**config.mk**
```make
export PLATFORM = sky130hd
export DESIGN_NAME = memory_drainer
export DESIGN_NICKNAME = d
export VERILOG_FILES = /design/src/rtl/memory_drainer.sv
export SDC_FILE = /design/constraint.sdc
export NUM_CORES = 1
export LEC_CHECK = 0
export BUFFER_PORTS_ARGS = -buffer_cell sky130_fd_sc_hd__clkbuf_2
export CAP_MARGIN = 15
export CORE_MARGIN = 2
export CORE_UTILIZATION = 64
export CTS_BUF_LIST = sky130_fd_sc_hd__clkbuf_4
export DETAILED_ROUTE_END_ITERATION = 8
export GPL_TIMING_DRIVEN = 0
export PLACE_DENSITY = 0.88
export SKIP_CTS_REPAIR_TIMING = 1
export SYNTH_ARGS = -nofsm -noshare
export SYNTH_HDL_FRONTEND = slang
export SYNTH_SLANG_ARGS = --single-unit
```
**constraint.sdc**
```tcl
create_clock -name clk -period 5.1 [get_ports clk]
set_input_delay 1.02 -clock clk [delete_from_list [all_inputs] [get_ports clk]]
set_output_delay 1.02 -clock clk [all_outputs]
set_load 0.03 [all_outputs]
```
**src/rtl/memory_drainer.sv**
```systemverilog
// memory_drainer: reads words 0..arr_size-1 over an AR/R read channel and
// streams them out on a valid/ready port with a last flag. A small read-data
// FIFO absorbs downstream backpressure; the number of reads in flight is capped
// at the FIFO depth so every returning word always has a slot.
module memory_drainer #(
  parameter int ADDR_WDTH  = 4,
  parameter int DATA_WDTH  = 32,
  parameter int RESP_WDTH  = 1,
  parameter int FIFO_DEPTH = 4
) (
  input  logic                 clk,
  input  logic                 rst,
  input  logic                 start,
  input  logic [ADDR_WDTH:0]   arr_size,
  output logic                 busy,
  output logic                 done,
  output logic                 err,
  output logic                 ar_valid,
  input  logic                 ar_ready,
  output logic [ADDR_WDTH-1:0] ar_address,
  input  logic                 r_valid,
  output logic                 r_ready,
  input  logic [DATA_WDTH-1:0] r_data,
  input  logic [RESP_WDTH-1:0] r_resp,
  output logic                 out_valid,
  input  logic                 out_ready,
  output logic [DATA_WDTH-1:0] out_data,
  output logic                 out_last
);

  localparam int          PTR_W   = $clog2(FIFO_DEPTH);
  localparam int          CNT_W   = ADDR_WDTH + 1;
  localparam logic [31:0] DEPTH_U = FIFO_DEPTH;

  typedef enum logic [1:0] {S_IDLE, S_RUN, S_DONE} state_t;

  state_t               state_q, state_d;
  logic [CNT_W-1:0]     size_q, size_d;
  logic [CNT_W-1:0]     ar_cnt_q, ar_cnt_d;
  logic [CNT_W-1:0]     out_cnt_q, out_cnt_d;
  logic [CNT_W-1:0]     inflight_d;
  logic                 ar_valid_q, ar_valid_d;
  logic                 err_q, err_d;
  logic [PTR_W-1:0]     wr_ptr_q, wr_ptr_d;
  logic [PTR_W-1:0]     rd_ptr_q, rd_ptr_d;
  logic [PTR_W:0]       fifo_cnt_q, fifo_cnt_d;
  logic [DATA_WDTH-1:0] fifo_mem_q [FIFO_DEPTH];

  logic push, pop, last_word, fifo_full;

  // Handshakes and output decode; nothing here depends combinationally on an input
  // except the handshake strobes themselves.
  assign r_ready    = (state_q == S_RUN);
  assign push       = r_valid && r_ready;
  assign out_valid  = (state_q == S_RUN) && (fifo_cnt_q != '0);
  assign pop        = out_valid && out_ready;
  assign out_data   = fifo_mem_q[rd_ptr_q];
  assign last_word  = (out_cnt_q == size_q - CNT_W'(1));
  assign out_last   = out_valid && last_word;
  assign fifo_full  = (fifo_cnt_q == (PTR_W+1)'(FIFO_DEPTH));
  assign busy       = (state_q == S_RUN);
  assign done       = (state_q == S_DONE);
  assign err        = err_q;
  assign ar_valid   = ar_valid_q;
  assign ar_address = ar_cnt_q[ADDR_WDTH-1:0];

  // Next-state: FSM, counters, FIFO pointers and the registered AR request.
  always_comb begin
    state_d    = state_q;
    size_d     = size_q;
    ar_cnt_d   = ar_cnt_q;
    out_cnt_d  = out_cnt_q;
    err_d      = err_q;
    wr_ptr_d   = wr_ptr_q;
    rd_ptr_d   = rd_ptr_q;
    fifo_cnt_d = fifo_cnt_q;

    if (push) wr_ptr_d = wr_ptr_q + PTR_W'(1);
    if (pop)  rd_ptr_d = rd_ptr_q + PTR_W'(1);
    if (push && !pop) fifo_cnt_d = fifo_cnt_q + (PTR_W+1)'(1);
    if (pop && !push) fifo_cnt_d = fifo_cnt_q - (PTR_W+1)'(1);

    if (ar_valid_q && ar_ready) ar_cnt_d = ar_cnt_q + CNT_W'(1);
    if (pop) out_cnt_d = out_cnt_q + CNT_W'(1);
    // An error response is flagged but the word is still forwarded.
    if (push && (r_resp != '0)) err_d = 1'b1;

    unique case (state_q)
      S_IDLE, S_DONE: begin
        if (start) begin
          size_d    = arr_size;
          ar_cnt_d  = '0;
          out_cnt_d = '0;
          err_d     = 1'b0;
          state_d   = (arr_size == '0) ? S_DONE : S_RUN;
        end
      end
      S_RUN: begin
        if (pop && last_word) state_d = S_DONE;
      end
      default: state_d = S_IDLE;
    endcase

    // Credit: only request while the FIFO is guaranteed room for the reply.
    // A pending request can never be withdrawn because credit only grows
    // while ar_cnt is frozen waiting for ar_ready.
    inflight_d = ar_cnt_d - out_cnt_d;
    ar_valid_d = (state_d == S_RUN) && (ar_cnt_d < size_d) &&
                 (32'(inflight_d) < DEPTH_U);
  end

  // Control registers; reset aborts any drain and empties the FIFO.
  always_ff @(posedge clk) begin
    if (rst) begin
      state_q    <= S_IDLE;
      size_q     <= '0;
      ar_cnt_q   <= '0;
      out_cnt_q  <= '0;
      ar_valid_q <= 1'b0;
      err_q      <= 1'b0;
      wr_ptr_q   <= '0;
      rd_ptr_q   <= '0;
      fifo_cnt_q <= '0;
    end else begin
      state_q    <= state_d;
      size_q     <= size_d;
      ar_cnt_q   <= ar_cnt_d;
      out_cnt_q  <= out_cnt_d;
      ar_valid_q <= ar_valid_d;
      err_q      <= err_d;
      wr_ptr_q   <= wr_ptr_d;
      rd_ptr_q   <= rd_ptr_d;
      fifo_cnt_q <= fifo_cnt_d;
    end
  end

  // FIFO storage; contents are don't-care while the pointers say empty.
  always_ff @(posedge clk) begin
    if (push) fifo_mem_q[wr_ptr_q] <= r_data;
  end

  // Credit accounting should make a push into a full, non-draining FIFO impossible.
  assert property (@(posedge clk) disable iff (rst) !(push && fifo_full && !pop));

endmodule

```
==> qor.txt, run 1 <==
Synth area leaders: edfxtp_1 (61%), mux4_2 (11%), dfxtp_1 (8.9%)
Commonest register cell after synthesis: edfxtp_1
Synthesis-to-layout area growth: 14.3%
Drt drc: 0
Routed WL per cell: 19.3 um
Drt via density: 5.75
Initial antenna violation count: 0
Fmax: 303 MHz
CTS Sinks: 156
Reg2reg end: ar_valid
Syn Nets: 427
RSZ-0062 raised after global routing: false
Total number of vias: 3548
Cells along the critical path: clkbuf_1 -> buf_2 -> mux4_2 -> clkbuf_2
Relative slew slack: 43.4%
Core ar.: 0.00964 sq mm
CTS tree: yes
Initial Utilization: 65.2%
GRT Resource Usage Total: 23.7%
Netlist cell types: 46
Layout fillers: 651
Slew @ Worst Pin: 0.850 ns
Largest family of logic cells by synthesized area: multiplexers
Hold Path Class: flip-flop to flip-flop
Die width: 103 um
Final antenna-violating net count: 0
Slowest-stage cell, CP: mux4_2
Number of I/O port buffers: 86
Reg-to-Reg Start: fifo_cnt_q[0]
Largest net degree at the start of global routing: 33
Pins over their slew limit: 0
Setup crit end: out_data[11]
Fin worst setup slack: 1.80 ns
Cell Area, Synth: 0.00629 sq mm
Power, Total: 2.33 mW
Multiplexer share of the synthesized area: 12.3%
Post-synth EDFFs: 128
DRT iter0 DRCs: 125
Final Instance Area: 0.00718 sq mm
Max Cap Viol: 0
Post-DP Area: 0.00689 sq mm
Critical path data required time: 4.08 ns
Crit end category: output port
Fin crit share: 64.6%
Final Skew: 0.0185 ns
Synth Area in Simple Gates: 6.73%
Clock Latency Late Sink: 0.51 ns
R2r setup slk: 2.19 ns
Setup crit start kind: flip-flop
Die height: 103 um
Post-synth ARST share: 0%
Leak: 2.56 nW
XOR/XNOR share of the synthesized area: 2.79%
Share of cells above drive strength 1: 34.9%
P per Cell Area: 325 mW/mm^2
Leading area contributor after synthesis: edfxtp_1
Commonest cells post-synth: edfxtp_1 (128), mux4_2 (32), nor2_1 (31)
Mean post-synth cell area: 17.1 sq um
Maximum VDD drop: 177 uV
Final setup fails: 0
CTS buffer count: 17
WP depth: 4
CP top delay family: buffers and inverters
Final Hold Vio Count: 0
Max FO, Critical Path: 10
Vias in the first global route: 3634
DRT Wirelength: 11900 um
Top-area cell type share of the netlist area: 61.1%
Synth Area in Compound Gates: 2.71%
Max Root-Sink Buffers: 2
I/O pin total: 87
Root buffer cell: clkbuf_4
Grt ovf: 0
GPL Wtd Cong: 0.919
CP Class: flip-flop to output port
First-pass GRT wire length: 18100 um
Area share of fa/ha/maj cells after synthesis: 3.30%
DIE AREA: 0.0106 sq mm
Sequential area share after synthesis: 70.1%
Standard-cell rows: 36
R2r worst-path depth: 13
CP arrival: 2.28 ns
Final TNS setup: 0 ns
Seq cells post-synth: 156
Diode count: 0
Reg clk slew, reported paths: 0.12 ns
1st-pass router iterations: 5
CP max stage delay: 0.59 ns
Most frequent cell after synthesis: edfxtp_1
H-tree levels: 4
YS warnings: 0
Nets: 532
Fin crit period: 3.30 ns
Buffers & Inverters on Critical Path: 3
Hpwl dp: 7810 um
Pre-CTS WS: 1.53 ns
Cell count after synthesis: 367
Status: completed
-- worst min-delay path: cells and delay by family, from the launching register on --
kind / cells / cell delay [ns]
AO/OA/AOI/OAI: 1 / 0.04
flip-flops: 1 / 0.35
AND/OR/NAND/NOR: 1 / 0.07
-- worst min path at each step --
stage                          to  slack (ns)  cells past startpoint           from
floorplan           fifo_cnt_q[2]        0.46                      2  fifo_cnt_q[2]
global placement              err        0.45                      2            err
detailed placement            err        0.46                      2            err
CTS                           err        0.50                      2            err
global route                  err        0.54                      2            err
finish                        err        0.50                      2            err
-- stage by stage --
stage          hold slack, ns  utilization (%)  cells
4_1_cts                 0.497             74.5    617
3_3_place_gp            0.447             71.4    586
6_report                0.496             74.5    617
3_5_place_dp            0.465             71.5    586
5_1_grt                 0.539             74.5    617
2_1_floorplan           0.458                -    367
-- registers in the layout (all words and copies together) (netlist names), named ones only --
name,cells
rd_ptr_q,2
out_cnt_q,5
state_q,2
size_q,5
ar_valid,1
err,1
fifo_mem_q,128
ar_cnt_q,5
wr_ptr_q,2
fifo_cnt_q,3
-- routing by layer --
layer | up-vias | GRT usage, % | wire length, um
li1 | 1634 | - | -
met1 | 1792 | 27.6 | 4700
met2 | 109 | 43.2 | 6460
met3 | 13 | 6.17 | 615
met4 | 0 | 7.49 | 155
met5 | - | 0 | 0
-- area by class of cell --
class                   instances  area [sq um]  area share, %
repair buffers                 86           430           5.99
well taps                     133           166           2.32
clock buffers                  18           135           1.88
plain buffers                  18          90.1           1.25
flip-flops and latches        156          4400           61.3
clock inverters                13           161           2.25
inverters                      12          45.0          0.627
multi-input cells             181          1750           24.4
-- power breakdown --
part / switching (mW) / internal (mW)
registers: 0.0106 / 1.40
clock network: 0.447 / 0.307
logic: 0.106 / 0.0629
total: 0.563 / 1.77
-- logic make-up after synthesis --
logic type / after synthesis
flip-flops: 156
buffers and inverters: 30
AO/OA/AOI/OAI: 25
AND/OR/NAND/NOR: 83
XOR/XNOR: 20
adder cells (fa/ha/maj): 16
multiplexers: 37
-- layout by cell type, fill, tap and decap left out, types with 11 or more instances in the layout --
| master | instances |
|---|---|
| inv_1 | 11 |
| clkbuf_2 | 86 |
| mux4_2 | 32 |
| clkbuf_4 | 18 |
| nand2_1 | 13 |
| nor2_1 | 31 |
| ha_1 | 15 |
| xor2_1 | 11 |
| edfxtp_1 | 128 |
| dfxtp_1 | 28 |
(Power assumes the default switching activity.)
==> run 2: changes to the inputs <==
--- a/config.mk
+++ b/config.mk
@@ -5,14 +5,15 @@
 export SDC_FILE = /design/constraint.sdc
 export NUM_CORES = 1
 export LEC_CHECK = 0
+export ABC_AREA = 1
 export BUFFER_PORTS_ARGS = -buffer_cell sky130_fd_sc_hd__clkbuf_2
 export CAP_MARGIN = 15
 export CORE_MARGIN = 2
-export CORE_UTILIZATION = 64
+export CORE_UTILIZATION = 54
 export CTS_BUF_LIST = sky130_fd_sc_hd__clkbuf_4
 export DETAILED_ROUTE_END_ITERATION = 8
 export GPL_TIMING_DRIVEN = 0
-export PLACE_DENSITY = 0.88
+export PLACE_DENSITY = 0.79
 export SKIP_CTS_REPAIR_TIMING = 1
 export SYNTH_ARGS = -nofsm -noshare
 export SYNTH_HDL_FRONTEND = slang
==> constraint.sdc (replaced) <==
create_clock -name clk -period 2.6 [get_ports clk]
set_input_delay 0.52 -clock clk [delete_from_list [all_inputs] [get_ports clk]]
set_output_delay 0.52 -clock clk [all_outputs]
set_load 0.03 [all_outputs]
==> qor.txt, run 2 <==
Status: finished with violations
Violated checks: design-rule violations
Largest register FFs: 128 (unchanged)
Seq pwr share: 58.4% (-2.0 points)
Seq cells post-synth: 156 (unchanged)
Vias in the first global route: 4509 (+24%)
Commonest non-fill, non-tap cells in the layout: edfxtp_1 (128), clkbuf_2 (98), nor2_1 (91), o21ai_0 (68), nand2_1 (56)
CTS buffer count: 17 (unchanged)
Hpwl dp: 9140 um (+17%)
Max Root-Sink Buffers: 2 (unchanged)
Relative slew slack: 59.3% (+16 points)
Root buffer cell: clkbuf_4
DRT Wirelength: 13600 um (+14%)
Leading area contributor after synthesis: edfxtp_1
Routed WL per cell: 16.5 um (-14%)
Max FO, Critical Path: 11 (+1)
Share of cells above drive strength 1: 23.9% (-11 points)
Fin crit share: 94.7%
CTS tree: yes
Sw Ratio: 24.8% (+0.61 points)
Drt drc: 7 (+7)
Top-area cell type share of the netlist area: 59.6% (-1.5 points)
YS warnings: 0 (unchanged)
Fin crit period: 2.46 ns
Netlist cell types: 36 (-22%)
Post-synth ARST share: 0% (unchanged)
Pint: 3.58 mW (+100%)
Most frequent cell after synthesis: edfxtp_1
Clock Latency Late Sink: 0.53 ns (+0.02 ns)
Critical path data required time: 2.08 ns (-2.00 ns)
Drt via density: 5.47 (-5.0%)
Psw: 1.18 mW (+110%)
GRT Resource Usage Total: 22.0% (-1.8 points)
CP max stage delay: 0.34 ns (-0.25 ns)
Final Skew: 0.0112 ns (-0.00721 ns)
Core ar.: 0.0115 sq mm (+19%)
CP arrival: 1.94 ns (-0.34 ns)
Standard-cell rows: 39 (+8.3%)
CP Class: flip-flop to output port
Crit end category: output port
Final Hold Vio Count: 0 (unchanged)
I/O pin total: 87 (unchanged)
Die height: 113 um (+9.8%)
Initial antenna violation count: 0 (unchanged)
Final antenna-violating net count: 0 (unchanged)
WHS: 0.191 ns (-0.305 ns)
Max Cap Viol: 0 (unchanged)
Initial Utilization: 56.0% (-9.2 points)
First-pass GRT wire length: 21500 um (+19%)
H-tree levels: 4 (unchanged)
Fmax: 406 MHz
Synth area leaders: edfxtp_1 (60%), dfxtp_1 (8.7%), o21ai_0 (5.6%)
Nets: 730 (+37%)
Final setup fails: 0 (unchanged)
Slew @ Worst Pin: 0.610 ns (-0.240 ns)
Cell count after synthesis: 559 (+52%)
Commonest register cell after synthesis: edfxtp_1
Sequential area share after synthesis: 68.3% (-1.7 points)
Maximum VDD drop: 329 uV (+86%)
Most flop-heavy register: fifo_mem_q
Layout Utilization: 65.5% (-9.0 points)
Number of I/O port buffers: 86 (unchanged)
Synthesis-to-layout area growth: 17.1%
Setup crit start kind: flip-flop
Diode count: 0 (unchanged)
1st-pass router iterations: 7 (+2)
Commonest cells post-synth: edfxtp_1 (128), nor2_1 (96), o21ai_0 (72)
Most common cell after layout, fill and taps aside: edfxtp_1
Clock share of power: 30.5% (-1.8 points)
Grt ovf: 0 (unchanged)
Die width: 113 um (+9.8%)
Total number of vias: 4509 (+27%)
Reg clk slew, reported paths: 0.12 ns (about the same)
Largest net degree at the start of global routing: 23 (-30%)
Slowest-stage cell, CP: dfxtp_1
Cells along the critical path: buf_6 -> clkinvlp_4 -> buf_2 -> nor2_1 -> o22ai_1 -> clkbuf_2
Pins over their slew limit: 0 (unchanged)
DIE AREA: 0.0128 sq mm (+21%)
Hold Path Class: primary input to flip-flop
Cell Area, Synth: 0.00644 sq mm (+2.5%)
Comb pwr share: 11.1% (+3.9 points)
P per Cell Area: 631 mW/mm^2 (+95%)
CTS Sinks: 156 (unchanged)
Syn Nets: 619 (+45%)
Mean post-synth cell area: 11.5 sq um (-33%)
DRT iter0 DRCs: 266 (+110%)
Leak: 2.93 nW (+15%)
GPL Wtd Cong: 0.801 (-13%)
Post-synth EDFFs: 128 (unchanged)
-- run 2: logic make-up (layout without fill, tap and decap cells) --
logic type | Yosys count | in the layout | synth area share (%)
and+or+nand+nor | 186 | 186 | 12.3
adders and majority gates | 16 | 16 | 3.22
buffers and inverters | 72 | 195 | 4.60
muxes | 1 | 1 | 0.155
DFF | 156 | 156 | 68.3
xor gates and xnor gates | 10 | 10 | 1.36
AOI/OAI and AO/OA | 118 | 118 | 10.0
-- run 2: final timing paths --
| check | startpoint | to | slack (ns) | cells after the start |
|---|---|---|---|---|
| worst min-delay path | r_data[0] | fifo_mem_q[2][0] | 0.19 | 1 |
| worst max register to register | state_q[0] | ar_valid | 0.27 | 12 |
| worst max-delay path | flip-flop | out_data[0] | 0.14 | 6 |
| worst min register to register | err | err | 0.47 | 2 |
-- run 2: cell type report --
type / count / area [sq um]
fillers: 841 / 3970
clock inverters: 13 / 151
inverters: 45 / 178
plain buffers: 27 / 156
well taps: 143 / 179
repair buffers: 91 / 543
flip-flops and latches: 156 / 4410
repair inverters: 1 / 7.51
multi-input cells: 331 / 1790
clock buffers: 18 / 135
-- run 2: per-stage QoR --
step | setup TNS [ns] | cell area (sq um) | worst slack [ns] | total power, mW | cells
2_1_floorplan | -4.11 | 6440 | -0.0321 | 3.17 | 559
3_3_place_gp | -138.46 | 7050 | -1.09 | 3.32 | 788
3_5_place_dp | 0 | 7190 | 0.0360 | 3.36 | 792
4_1_cts | -5.49 | 7470 | -0.240 | 4.78 | 823
5_1_grt | -0.0118 | 7540 | -0.0118 | 4.94 | 825
6_report | 0 | 7540 | 0.137 | 4.76 | 825
-- run 2: power groups by stage --
stage	clock (mW)	combinational [mW]	sequential, mW
6_report	1.45	0.527	2.78
5_1_grt	1.57	0.582	2.79
4_1_cts	1.48	0.520	2.78
3_5_place_dp	0	0.516	2.84
3_3_place_gp	0	0.482	2.84
2_1_floorplan	0	0.323	2.84
-- run 2: critical path, delay by kind of cell (launching register included) --
kind | cells | cell delay [ns]
compound gates | 1 | 0.26
simple gates | 1 | 0.06
flops | 1 | 0.34
buf+inv | 4 | 0.75
-- run 2: layer usage --
metal / GRT usage [%] / part of all wire, %
met5: 0 / 0
met3: 5.41 / 5.2
met4: 8.70 / 1.7
met2: 38.0 / 51
met1: 26.6 / 42
